===== config.mk =====
export PLATFORM = sky130hd
export DESIGN_NAME = ifu_fetch
export DESIGN_NICKNAME = d
export VERILOG_FILES = /design/src/rtl/ifu_fetch.sv
export SDC_FILE = /design/constraint.sdc
export NUM_CORES = 1
export LEC_CHECK = 0
export ABC_AREA = 1
export CAP_MARGIN = 15
export CORE_ASPECT_RATIO = 1.75
export CORE_MARGIN = 2
export CORE_UTILIZATION = 45
export DETAILED_ROUTE_END_ITERATION = 7
export MAX_ROUTING_LAYER = met4
export PLACE_DENSITY = 0.79
export RECOVER_POWER = 50
export SYNTH_ARGS = -nofsm -noshare
export SYNTH_HDL_FRONTEND = slang
export SYNTH_SLANG_ARGS = --single-unit

===== constraint.sdc =====
create_clock -name clk -period 4.8 [get_ports clk]
set_input_delay 0.48 -clock clk [delete_from_list [all_inputs] [get_ports clk]]
set_output_delay 0.48 -clock clk [all_outputs]
set_load 0.1 [all_outputs]

===== src/rtl/ifu_fetch.sv =====
// ---------------------------------------------------------------------------
// ifu_fetch
//
// Instruction fetch unit for the single-cycle NPC core. Holds the
// architectural PC and fetches one 32-bit instruction at a time over a
// request/response handshake. The fetched word is presented to
// decode/execute until it is retired. On retirement the PC advances to
// pc+4 or to the ALU target. Fetching stops on an ebreak halt or on a
// fetch fault, which is either a bus error or a misaligned next PC.
//
// Ports:
//   clk, rst          clock; asynchronous active-high reset
//   imem_req_valid_o  -> imem_req_valid   fetch request valid
//   imem_req_ready    memory accepts the request this cycle
//   imem_req_addr     fetch address, always equal to pc
//   imem_resp_valid   response valid
//   imem_resp_data    fetched instruction word
//   imem_resp_err     bus error, qualified by imem_resp_valid
//   inst, pc          instruction and its PC, sent to the decoder
//   inst_valid        inst/pc are valid for execution
//   inst_ready        execute retires the instruction this cycle
//   pc_src            0: pc+4, 1: alu_target with bit 0 cleared
//   alu_target        jump target from the ALU
//   halt              ebreak detected on the current inst
//   halted            terminal halt state
//   fetch_fault       terminal fault state
//   inst_count        number of retired instructions, wraps around
// ---------------------------------------------------------------------------
module ifu_fetch #(
   parameter logic [31:0] RESET_PC = 32'h8000_0000,
   parameter int          CNT_W    = 32
) (
   input  logic             clk,
   input  logic             rst,
   output logic             imem_req_valid,
   input  logic             imem_req_ready,
   output logic [31:0]      imem_req_addr,
   input  logic             imem_resp_valid,
   input  logic [31:0]      imem_resp_data,
   input  logic             imem_resp_err,
   output logic [31:0]      inst,
   output logic [31:0]      pc,
   output logic             inst_valid,
   input  logic             inst_ready,
   input  logic             pc_src,
   input  logic [31:0]      alu_target,
   input  logic             halt,
   output logic             halted,
   output logic             fetch_fault,
   output logic [CNT_W-1:0] inst_count
);

   localparam logic [31:0] NOP = 32'h0000_0013;

   typedef enum logic [2:0] {
      S_IDLE,
      S_REQ,
      S_WAIT,
      S_HOLD,
      S_HALT,
      S_FAULT
   } state_t;

   state_t           state_q, state_d;
   logic [31:0]      pc_q, pc_d;
   logic [31:0]      inst_q, inst_d;
   logic [CNT_W-1:0] cnt_q, cnt_d;
   logic             req_valid_q, inst_valid_q, halted_q, fault_q;
   logic [31:0]      npc;

   // Jump targets drop bit 0. Bit 1 is then the only misalignment left.
   assign npc = pc_src ? (alu_target & ~32'd1) : pc_q + 32'd4;

   // NOTE: every signal gets a default before the case statement. A path
   // that leaves a combinational output unassigned would infer a latch.
   always_comb begin
      state_d = state_q;
      pc_d    = pc_q;
      inst_d  = inst_q;
      cnt_d   = cnt_q;
      unique case (state_q)
         S_IDLE: state_d = S_REQ;
         S_REQ: begin
            if (imem_req_ready) state_d = S_WAIT;
         end
         S_WAIT: begin
            // A response arriving in any other state is a stray and is dropped.
            if (imem_resp_valid) begin
               if (imem_resp_err) begin
                  state_d = S_FAULT;
               end else begin
                  inst_d  = imem_resp_data;
                  state_d = S_HOLD;
               end
            end
         end
         S_HOLD: begin
            if (inst_ready) begin
               cnt_d = cnt_q + CNT_W'(1);
               if (halt) begin
                  state_d = S_HALT;
               end else if (npc[1]) begin
                  state_d = S_FAULT;
               end else begin
                  pc_d    = npc;
                  state_d = S_REQ;
               end
            end
         end
         S_HALT, S_FAULT: state_d = state_q;
         default: state_d = S_IDLE;
      endcase
   end

   // Outputs are registered from the next state. This way they stay exact
   // decodes of state_q without a combinational path to the ports.
   // NOTE: sequential state uses non-blocking assignments only. All flops
   // then sample the pre-edge values, whatever order they are written in.
   always_ff @(posedge clk or posedge rst) begin
      if (rst) begin
         state_q      <= S_IDLE;
         pc_q         <= RESET_PC;
         inst_q       <= NOP;
         cnt_q        <= '0;
         req_valid_q  <= 1'b0;
         inst_valid_q <= 1'b0;
         halted_q     <= 1'b0;
         fault_q      <= 1'b0;
      end else begin
         state_q      <= state_d;
         pc_q         <= pc_d;
         inst_q       <= inst_d;
         cnt_q        <= cnt_d;
         req_valid_q  <= (state_d == S_REQ);
         inst_valid_q <= (state_d == S_HOLD);
         halted_q     <= (state_d == S_HALT);
         fault_q      <= (state_d == S_FAULT);
      end
   end

   assign imem_req_valid = req_valid_q;
   assign imem_req_addr  = pc_q;
   assign inst           = inst_q;
   assign pc             = pc_q;
   assign inst_valid     = inst_valid_q;
   assign halted         = halted_q;
   assign fetch_fault    = fault_q;
   assign inst_count     = cnt_q;

endmodule


-- After elaboration in Yosys (flattened, before gate mapping)
Cells that the tools add are included.
- register bits: 102
- bits of input ports: 72
- output and inout bits: 132
- word-level logic and storage cells: 35
- add/subtract/negate cells: 2
- equal/unequal tests: 9
- multiplexer cells: 8
- bitwise logic cells: 3
- reduce and logical (&&, ||, !) cells: 5
- operators with widths (kind ; count):
    $add 32x1->32 const B ; 1
    $add 32x3->32 const B ; 1
    $mux 32 ; 1
    $mux 3 ; 6
    $pmux 3 s5 ; 1
    $eq 3x3->1 const B ; 4
    $eq 3x2->1 const B ; 3
    $eq 3x1->1 const B ; 2
    $reduce_and 4->1 ; 1
    $logic_not 3->1 ; 1
    $not 1->1 ; 3
    $reduce_and 3->1 ; 1
    $reduce_and 2->1 ; 1
    $reduce_or 2->1 ; 1

-- Logic depth before layout (Yosys ltp)
- word-level depth: 7
- depth in mapped cells: 11
- gate-level depth less buffers: 11

-- Least setup slack after synthesis
No wires, ideal clock.
- path kind: reg-to-reg
- start point: register pc_q[2] (netlist: imem_req_addr[2])
- end point: register pc_q[26] (netlist: imem_req_addr[26])
- library setup time: 120 ps
- arrival time: 2121 ps
- required time: 4680 ps
- path slack: 2559 ps
- stages on the path, launching flop included: 11
- path buffers: 0
- clock period less this slack: 2241 ps
- cells stage by stage: dfrtp_1 -> ha_1 -> nand2_1 -> nor2_1 -> nand2_1 -> nor2_2 -> nand2_1 -> nand2_1 -> nand3_1 -> nand2_1 -> nand2_1
- cells in the longest elaborated chain, start to end: 2
- ends and longest elaborated chain (what ; RTL line ; RTL):
    start, declared ; 65 ; logic [31:0] pc_q, pc_d;
    start signal, assigned ; 131 ; pc_q <= pc_d;
    $add 32x3->32 ; 72 ; assign npc = pc_src ? (alu_target & ~32'd1) : pc_q + 32'd4;
    $mux 32 ; 72 ;
Every way passes these cells.
A chain may end at the register's enable or synchronous reset.

==> out/metrics.csv <==
metric,value,unit
total grt overflow,0,
CP endpoint kind,async pin,
ratio of final minimum period to clock period,61.0,%
synth top area cells,"dfrtp_1 41%, nand2_1 16%, nor2_1 8.5%, mux2_1 5.7%, buf_4 4.3%",
Worst R2R Start,state_q[1],
vias in the first global route,5511,
sequential share of the synthesized area,42.4,%
top_reg_cell synth,dfrtp_1,
most instantiated library cell after synthesis,nand2_1,
CP arrival,3.37,ns
initial core utilization,46.2,%
CP Launch Type,input pin,
site row count,55,
reg2reg setup slack,2.19,ns
I/O Pins,204,
"Avg Cell Area, Syn",7.43,µm²
Hold Path Origin,inst[23],
largest area contributor in the netlist,dfrtp_1,
Setup TNS,0,ns
worst r2r dst,imem_req_addr[14],
gr usage total,25.1,%
failing checks,"max-capacitance violations, max-slew violations",
Wirelength per Cell,15.0,µm
largest net degree at the start of global routing,72,
Final Max Slew Viols,72,
share of layout cells above drive strength 1,4.12,%
Die Span Y,156,µm
Synth Register Bits,101,
Root Driver,clkbuf_16,
Final Hold Viols,0,
clock period minus worst slack,2.93,ns
Post-CTS Hold Fix Bufs,0,
Total Wirelength,17200,µm
Max-Cap Viols,1,
DP HPWL,13200,µm
drt via density,4.98,
H-tree levels,3,
min-delay worst type,flip-flop to flip-flop,
CTS tree,done,
Post-Syn Area,5980,µm²
Post-synth EDFFs,0,
Yosys top cell area share,40.6,%
Syn Inst Count,804,
gp weighted congestion,0.965,
worst-path fanout max,71,
die area,14300,µm²
ys async rst share,100,%
CP Class,input pin to async pin,
fillers,1198,
RSZ-0062 raised after global routing,false,
initial antenna violation count,0,
TritonCTS buffer count,9,
Max Fclk,342,MHz
Final Skew,0.0134,ns
IO Port Bufs,198,
antenna diode count,0,
routed vias,5687,
TritonRoute pass-1 iters,5,
WHS Endpoint,inst[23],
Worst Path Required,5.24,ns
die width,91.1,µm
Yosys cell types,42,
Worst R2R Path Depth,7,
clk_lat worst skew,0.34,ns
global-route wire length before repair,27600,µm
CTS max path bufs,2,
"antenna viol nets, final",0,
final setup vio count,0,
detailed-route DRC error count,0,
post-CTS repair timing setup buffer count,0,
Hold Crit Depth,1,
Post-CTS Resized,0,
outcome,"complete, but fails checks",
synth cell count leaders,"251 x nand2_1, 136 x nor2_1, 97 x dfrtp_1",
nets,1041,
Syn-to-layout area delta,35.4,%
Ys Warns,0,
clock sink count,101,
relative slew slack,-104,%
initial DRC count,256,
Slew @ Worst Pin,3.04,ns
clock slew at reported path FFs,0.08,ns
core area,12900,µm²
-- worst max-delay path by stage --
stage	from	end	slack (ns)
detailed placement	inst_ready	imem_req_addr[5]	2.25
global placement	inst_ready	imem_req_addr[14]	2.24
CTS	imem_req_addr[14]	pc[14]	2.22
floorplan	rst	fetch_fault	1.68
global route	rst	imem_req_addr[8]	1.28
finish	rst	imem_req_addr[31]	1.87
-- cell type report --
cell class / count / area, µm² / area share, %
Inverter: 76 / 289 / 3.57
Clock buffer: 10 / 229 / 2.83
Clock inverter: 6 / 56.3 / 0.696
Multi-Input combinational cell: 578 / 2770 / 34.2
Sequential cell: 101 / 2530 / 31.3
Tap cell: 171 / 214 / 2.64
Timing Repair Buffer: 201 / 2000 / 24.8
-- stage by stage --
step / hold WS [ns] / setup WS, ns / area, µm² / util (%) / std cells
floorplan: 0.612 / 1.68 / 5990 / - / 807
global placement: 0.473 / 2.24 / 7850 / 60.7 / 1127
detailed placement: 0.483 / 2.25 / 7850 / 60.7 / 1127
CTS: 0.501 / 2.22 / 8130 / 62.9 / 1143
global route: 0.515 / 1.28 / 8090 / 62.6 / 1143
finish: 0.498 / 1.87 / 8090 / 62.6 / 1143
-- kinds of logic after synthesis --
| kind of cell | Yosys count | synth area share, % |
|---|---|---|
| XOR/XNOR | 20 | 2.93 |
| AND/OR/NAND/NOR | 469 | 32.7 |
| flip-flops | 101 | 42.4 |
| adder cells (fa/ha/maj) | 2 | 0.419 |
| other | 1 | 0.0627 |
| buffers and inverters | 128 | 10.8 |
| AO/OA/AOI/OAI | 51 | 4.63 |
| multiplexers | 32 | 6.03 |
-- state kept, by name, indices dropped and copies added, names as in the netlist --
register	count
inst_count	32
inst	32
imem_req_addr	30
imem_req_valid	1
inst_valid	1
halted	1
fetch_fault	1
state_q	3
-- per-layer routing --
layer | track usage (%) | share of wire (%)
met3 | 2.99 | 3.5
met1 | 26.0 | 36
met2 | 44.7 | 55
met5 | - | 0
met4 | 16.3 | 6.0
-- cell usage in the layout (no fill, tap or decap), types with 9 or more instances in the layout --
| cell | count |
|---|---|
| mux2_1 | 31 |
| xor2_1 | 11 |
| o21ai_1 | 14 |
| nand4_1 | 9 |
| dfrtp_1 | 97 |
| clkbuf_16 | 9 |
| xnor2_1 | 9 |
| o21ai_0 | 11 |
| nor2_1 | 139 |
| nand3_1 | 43 |
| inv_1 | 66 |
| clkdlybuf4s50_1 | 196 |
| a21oi_1 | 18 |
| nand2_1 | 252 |
| nand3b_1 | 10 |
-- worst max-delay path, cell delays in order --
cell           delay (ns)
dlygate4sd3_1        0.54
clkinvlp_2           1.69
buf_4                0.64
Power is not shown: default switching activity piles up to over one toggle a cycle in this logic, so the estimate is an artifact.
